<file path="config.mk">
export PLATFORM = sky130hd
export DESIGN_NAME = pipe_unpack
export DESIGN_NICKNAME = d
export VERILOG_FILES = /design/src/rtl/pipe_unpack.sv
export SDC_FILE = /design/constraint.sdc
export NUM_CORES = 1
export LEC_CHECK = 0
export CORE_UTILIZATION = 29
export DETAILED_ROUTE_END_ITERATION = 8
export GPL_ROUTABILITY_DRIVEN = 0
export MAX_ROUTING_LAYER = met4
export SLEW_MARGIN = 20
export SYNTH_ARGS = -nofsm -noshare
export SYNTH_HDL_FRONTEND = slang
export SYNTH_SLANG_ARGS = --single-unit
</file>
<file path="constraint.sdc">
create_clock -name clk -period 1.5 [get_ports clk]
set_input_delay 0.225 -clock clk [delete_from_list [all_inputs] [get_ports clk]]
set_output_delay 0.225 -clock clk [all_outputs]
set_load 0.03 [all_outputs]
</file>
<file path="src/rtl/pipe_unpack.sv">
// pipe_unpack: binary32 operand unpack/classify front stage with 2-entry skid buffer; PIPE_UNPACK_DAZ_EN selects denormals-are-zero.
module pipe_unpack (
  input  logic        clk,
  input  logic        rst,
  input  logic        in_valid,
  output logic        in_ready,
  input  logic [0:31] ina,
  input  logic [0:31] inb,
  output logic        out_valid,
  input  logic        out_ready,
  output logic        outs,
  output logic [0:7]  outea,
  output logic [0:7]  outeb,
  output logic [0:23] outma,
  output logic [0:23] outmb,
  output logic [0:5]  flags
);
  typedef enum logic [1:0] {EMPTY, ONE, FULL} state_t;
  state_t state_q, state_d;
  logic [0:70] or_q, or_d, sr_q, sr_d, rec;
  logic [0:34] ua, ub;
  logic in_ready_q, acc, drn;
  // {zero, inf, nan, exponent[8], significand[24]}
  function automatic logic [0:34] unpk(input logic [0:31] x);
    logic [0:7] e;
    logic [0:22] f;
    e = x[1:8];
    f = x[9:31];
`ifdef PIPE_UNPACK_DAZ_EN
    unpk = (e == 8'd0) ? {3'b100, 8'd0, 24'd0} :
`else
    unpk = (e == 8'd0) ? ((f == 23'd0) ? {3'b100, 8'd0, 24'd0} : {3'b000, 8'd1, 1'b0, f}) :
`endif
           (e == 8'hFF) ? {1'b0, f == 23'd0, f != 23'd0, e, 1'b1, f} :
           {3'b000, e, 1'b1, f};
  endfunction
  assign ua = unpk(ina);
  assign ub = unpk(inb);
  assign rec = {ina[0] ^ inb[0], ua[3:10], ub[3:10], ua[11:34], ub[11:34], ua[0:2], ub[0:2]};
  assign out_valid = state_q != EMPTY;
  assign in_ready = in_ready_q;
  assign acc = in_valid & in_ready_q;
  assign drn = out_valid & out_ready;
  assign {outs, outea, outeb, outma, outmb, flags} = or_q;
  always_comb begin
    state_d = state_q;
    or_d = or_q;
    sr_d = sr_q;
    case (state_q)
      EMPTY: if (acc) begin
        state_d = ONE;
        or_d = rec;
      end
      ONE: if (acc && drn) or_d = rec;
      else if (acc) begin
        state_d = FULL;
        sr_d = rec;
      end else if (drn) state_d = EMPTY;
      FULL: if (drn) begin
        state_d = ONE;
        or_d = sr_q;
      end
      default: state_d = EMPTY;
    endcase
  end
  always_ff @(posedge clk) begin
    if (rst) begin
      state_q <= EMPTY;
      or_q <= '0;
      sr_q <= '0;
      in_ready_q <= 1'b1;
    end else begin
      state_q <= state_d;
      or_q <= or_d;
      sr_q <= sr_d;
      in_ready_q <= state_d != FULL;
    end
  end
endmodule

</file>
==> results.yml, run 1 <==
floorplan:
  row_count: 53
  io_pins: 141
  coreArea_um2: 21100
  start_util_pct: 29.6
  dieArea_um2: 22100
  die_w_um: 149
  die_h_um: 149
worst_setup_path:
  reg2reg_depth: 8
  r2r_slack_ns: -0.03
  crit_buf_inv: 3
  crit_top_cell: "buf_6"
  cp.required_ns: 1.27
  worstSetupStartpointType: "register"
  cp_slowest_cell: "dfxtp_2"
  reg2reg_from: "state_q[0]"
  max_stage_delay_ns: 0.33
  cpLargestDelayFamily: "buffers and inverters"
  cp_cell_sequence: "buf_6 > buf_6 > or2_4 > buf_12"
  cp_max_fo: 5
  end_kind: "primary output"
  r2r-end: "or_q[50]"
  crit_type: "register to primary output"
  critical_path_arrival_ns: 1.36
  cp.depth: 4
clock_network:
  cts_buffers: 17
  cts-root-buf: "clkbuf_16"
  worstSkewPairLatency_ns: 0.42
  cts_buffer_depth: 2
  clock-sinks: 145
  htreeDepth: 4
  cts_hold_buf: 0
  cts.clk_slew.worst_paths_ns: 0.07
  cts_tree: "yes"
detailed_routing:
  drcViolationCount: 0
  vias: 6121
  viasPerCell: 4.85
  wl_mm: 19.5
  dr.pass1.iters: 5
  ant_nets: 0
  avgRoutedWirePerCell_um: 15.4
  drtIter0Drc: 308
synth:
  syn_area_um2: 6250
  ys_ff_latch: 145
  netlist.area_leader.share_pct: 46.5
  synth_top_cell_by_area: "dfxtp_1"
  synth_cell_type_count: 44
  synth_area_leaders: "dfxtp_1 46%, nand2_1 15%, a311oi_2 9.9%"
  yosys_warnings: 0
  synthesis.nets: 825
  synth_seq_area_share_pct: 46.5
  synthCells: 757
  synth_area_per_cell_um2: 8.25
  synth_edf_count: 0
  synth_commonest_cells: "254 x nand2_1, 145 x dfxtp_1, 70 x nor2_1, 66 x a21oi_1, 41 x a311oi_2"
  synth_flop_cell: "dfxtp_1"
  yosysMostFrequentCell: "nand2_1"
  async_flop_share_pct: 0
sta:
  finalClockSkew_ns: 0.0106
  setup_viol_count_final: 5
  fmax_ghz: 0.632
  finalMaxSlewViolations: 0
  fin_crit_ns: 1.58
  setup_ws_ns: -0.0813
  hold_viol: 0
  fin_setup_tns_ns: -0.142
  whs_ns: 0.133
  rsz0062_at_grt: "true"
  period_share_pct: 105
  tightest_slew_ns: 0.599
  slew_headroom_pct: 60.1
grt:
  grt_first_pass_wirelength_mm: 30.3
  antenna_found_initial: 0
  grt_overflow: 0
  grt_max_degree: 51
  grt_usage_pct: 18.3
  first_global_vias: 5633
run_status:
  status: "finished, violations left"
  violations: "negative setup slack"
finish:
  fin_area_um2: 9630
  diodes: 0
  nNetsFinal: 1043
  drive_gt1_share_pct: 23.3
  syn_to_final_growth_pct: 54.2
  fillers: 2095
  finalNonFillerCells: 1262
power_and_ir_drop:
  leakage_nw: 3.93
  powerDensity_nw_per_um2: 1120
  vdd_drop_max_mv: 0.774
min_path:
  min_to: "sr_q[23]"
  min_path_type: "input pin to register"
  hold_depth: 3
  hold_path.startpoint: "ina[14]"
placement:
  placed_cell_area_um2: 8650
  dp.cells: 1211
  dp_slack_ns: -1.03
  port_buffers: 140
  dp_hpwl_mm: 13.0
run:
  cap_viol_max_count: 0
[per-layer routing]
layer | up-vias | share of wire, % | wire length, um | track usage, %
met2 | 143 | 49 | 9500 | 29.2
met3 | 17 | 4.5 | 871 | 3.82
met1 | 2895 | 45 | 8840 | 23.1
met4 | 0 | 1.3 | 248 | 5.71
met5 | - | 0 | 0 | -
li1 | 3066 | - | - | -
[report_power, final]
group / internal [mW] / switching [mW] / leakage, nW / total, mW
sequential: 4.09 / 0.123 / 1.19 / 4.21
combinational: 0.955 / 1.16 / 2.44 / 2.12
clock: 2.83 / 1.65 / 0.297 / 4.48
[cell type report]
cell class	count	area, um2	area share, %
multi-input cells	542	3140	32.6
flip-flops and latches	145	2910	30.2
repair buffers	263	2600	26.9
clock buffers	23	498	5.17
well taps	275	344	3.57
clock inverters	8	126	1.31
inverters	6	22.5	0.234
[flip-flops by register name, indices dropped and copies added (netlist names)]
| register | flops |
|---|---|
| in_ready | 1 |
| or_q | 71 |
| sr_q | 71 |
| state_q | 2 |
[how the worst max path moves through the flow]
stage / from / end
final: state_q[0] / out_valid
after global routing: state_q[0] / out_valid
after CTS: state_q[0] / out_valid
after detailed placement: inb[31] / sr_q[16]
after global placement: inb[31] / sr_q[16]
after floorplan: in_ready / or_q[48]
[worst min-delay path, stage by stage]
cell	delay, ns
dlymetal6s2s_1	0.15
nand2_1	0.06
a21oi_1	0.06
[layout by cell type, fill, tap and decap left out, types with 4 or more instances in the layout]
cell type / count
clkdlybuf4s50_1: 51
o32ai_1: 4
nor3_1: 4
buf_4: 89
buf_12: 19
nand3_1: 6
dlygate4sd2_1: 74
a311oi_1: 18
dfxtp_1: 142
nand2_1: 253
buf_6: 14
nor4_1: 7
clkbuf_8: 5
and3_1: 4
clkbuf_16: 19
dlymetal6s2s_1: 9
nor4_4: 4
inv_1: 6
nand4_1: 6
a21oi_1: 66
nor2_1: 64
nor2_2: 5
o22ai_1: 4
a311oi_2: 42
[through the flow]
stage	utilization [%]	total power, mW
finish	45.7	10.8
global route	45.7	11.3
global placement	41.0	6.33
floorplan	-	5.36
CTS	44.6	10.8
detailed placement	41.0	6.35
[kinds of logic (layout without fill, tap and decap cells)]
| kind of cell | Yosys count | count (layout) | synth area share [%] |
|---|---|---|---|
| buffers and inverters | 70 | 300 | 5.97 |
| AO/OA/AOI/OAI | 162 | 162 | 22.1 |
| XOR/XNOR | 1 | 1 | 0.140 |
| AND/OR/NAND/NOR | 378 | 378 | 25.2 |
| flip-flops | 145 | 145 | 46.5 |
| multiplexers | 1 | 1 | 0.160 |
[repair_timing]
action,4_1_cts,5_1_grt
cloned,1,2
resized for setup,109,37
pin swaps,12,13
setup buffers,11,8
endpoints found under the setup margin,118,89
(Power assumes the default switching activity.)
==> run 2, diff against run 1 <==
ABC_AREA = 1   (was unset)
SLEW_MARGIN = 5   (was 20)
==> results.yml, run 2 <==
run_status:
  status: "complete, no violations"
detailed_routing:
  ant_nets: 0
  avgRoutedWirePerCell_um: 14.3
  vias: 5882
  wl_mm: 18.0
  drcViolationCount: 0
  dr.pass1.iters: 4
  drtIter0Drc: 394
  viasPerCell: 4.67
grt:
  grt_max_degree: 61
  grt_overflow: 0
  grt_first_pass_wirelength_mm: 28.0
  antenna_found_initial: 0
  first_global_vias: 5359
  grt_usage_pct: 18.3
finish:
  syn_to_final_growth_pct: 48.5
  fillers: 2045
  layout_commonest_cell: "nand2_1"
  diodes: 0
  finalNonFillerCells: 1260
  fin_area_um2: 8660
  reg_top3: "or_q x71, sr_q x71, state_q x2"
  nNetsFinal: 1050
  final_cell_mix: "231 x nand2_1, 174 x a21oi_1, 144 x dfxtp_1, 81 x buf_4, 70 x dlygate4sd2_1"
  drive_gt1_share_pct: 14.1
synth:
  ys_ff_latch: 145
  netlist.area_leader.share_pct: 49.8
  synthCells: 789
  synth_commonest_cells: "232 x nand2_1, 174 x a21oi_1, 145 x dfxtp_1, 60 x o21ai_0, 38 x nor2_1"
  synth_flop_cell: "dfxtp_1"
  synth_area_per_cell_um2: 7.39
  synth_cell_type_count: 24
  yosys_warnings: 0
  synth_seq_area_share_pct: 49.8
  synth_area_leaders: "dfxtp_1 50%, a21oi_1 15%, nand2_1 15%"
  syn_area_um2: 5830
  synthesis.nets: 857
  synth_top_cell_by_area: "dfxtp_1"
  async_flop_share_pct: 0
  yosysMostFrequentCell: "nand2_1"
  synth_edf_count: 0
worst_setup_path:
  r2r_slack_ns: 0.13
  critical_path_arrival_ns: 1.21
  cp.required_ns: 1.27
  cpLargestDelayFamily: "buffers and inverters"
  cp_slowest_cell: "dlygate4sd2_1"
  crit_buf_inv: 1
  cp_cell_sequence: "dlygate4sd2_1"
  end_kind: "primary output"
  worstSetupStartpointType: "register"
  crit_type: "register to primary output"
  cp_max_fo: 2
  max_stage_delay_ns: 0.44
floorplan:
  die_h_um: 144
  io_pins: 141
  row_count: 51
  start_util_pct: 29.8
  die_w_um: 144
  coreArea_um2: 19600
  dieArea_um2: 20700
clock_network:
  cts_hold_buf: 0
  cts-root-buf: "clkbuf_16"
  post-cts-setup-buffers: 0
  worstSkewPairLatency_ns: 0.42
  cts.clk_slew.worst_paths_ns: 0.06
  cts_tree: "yes"
  clock-sinks: 145
  cts_buffers: 17
  htreeDepth: 4
  cts_buffer_depth: 2
power_and_ir_drop:
  vdd_drop_max_mv: 0.806
  powerDensity_nw_per_um2: 1190
  leakage_nw: 3.69
placement:
  placed_cell_area_um2: 8110
  dp_hpwl_mm: 11.5
  port_buffers: 140
  dp.cells: 1227
run:
  cap_viol_max_count: 0
sta:
  fin_crit_ns: 1.43
  finalMaxSlewViolations: 0
  fmax_ghz: 0.698
  tightest_slew_ns: 0.674
  hold_viol: 0
  finalClockSkew_ns: 0.00759
  fin_setup_tns_ns: 0
  rsz0062_at_grt: "false"
  setup_viol_count_final: 0
  slew_headroom_pct: 55.1
  period_share_pct: 95.5
min_path:
  min_path_type: "input pin to register"
[run 2: kinds of logic (layout without fill, tap and decap cells)]
group	Yosys count	in the layout	share of synthesized area [%]
AND/OR/NAND/NOR	287	287	19.3
AO/OA/AOI/OAI	281	281	24.7
flip-flops	145	145	49.8
buffers and inverters	75	281	5.99
XOR/XNOR	1	1	0.150
[run 2: cell type report]
| class | instances | area, um2 | area share, % |
|---|---|---|---|
| clock buffers | 20 | 467 | 5.39 |
| clock inverters | 12 | 131 | 1.52 |
| inverters | 16 | 65.1 | 0.752 |
| multi-input cells | 569 | 2580 | 29.8 |
| flip-flops and latches | 145 | 2900 | 33.6 |
| well taps | 265 | 332 | 3.83 |
| repair buffers | 233 | 2170 | 25.1 |
[run 2: power by group]
part           switching [mW]  internal (mW)  total, mW
clock network            1.68           2.58       4.27
registers               0.121           4.10       4.22
logic                    1.06          0.728       1.79
total                    2.87           7.41       10.3
[run 2: per-stage QoR]
step | hold WS [ns] | total power, mW | utilization [%] | worst slack (ns)
6_report | 0.229 | 10.3 | 44.2 | 0.0681
3_3_place_gp | 0.451 | 6.19 | 41.4 | -0.235
5_1_grt | 0.238 | 10.7 | 44.2 | 0.00675
2_1_floorplan | 0.357 | 5.23 | - | 0.0671
4_1_cts | 0.209 | 10.4 | 44.0 | 0.00785
3_5_place_dp | 0.454 | 6.20 | 41.4 | -0.297
[run 2: final timing paths]
path / start / cells after the start / endpoint
max: or_q[69] / 1 / flags[4]
min: rst / 4 / or_q[68]
max reg2reg: state_q[0] / 8 / or_q[8]
min reg2reg: sr_q[9] / 2 / sr_q[9]
[run 2: timing repair]
item / in CTS / in global routing
cloned: 0 / 1
resized for setup: 71 / 8
setup endpoints to repair: 71 / 32
hold endpoints to repair: 0 / 0
[run 2: per-layer routing]
| metal | vias to the layer above | track usage (%) | share of wire [%] |
|---|---|---|---|
| met5 | - | - | 0 |
| met4 | 0 | 6.22 | 1.2 |
| met3 | 15 | 4.30 | 6.5 |
| met2 | 178 | 28.6 | 46 |
| met1 | 2658 | 23.0 | 46 |
| li1 | 3031 | - | - |
==> run 3, diff against run 2 <==
CAP_MARGIN = 20   (was unset)
==> results of run 3 <==
The final DEF is identical to that of run 2; final timing and power are the same.
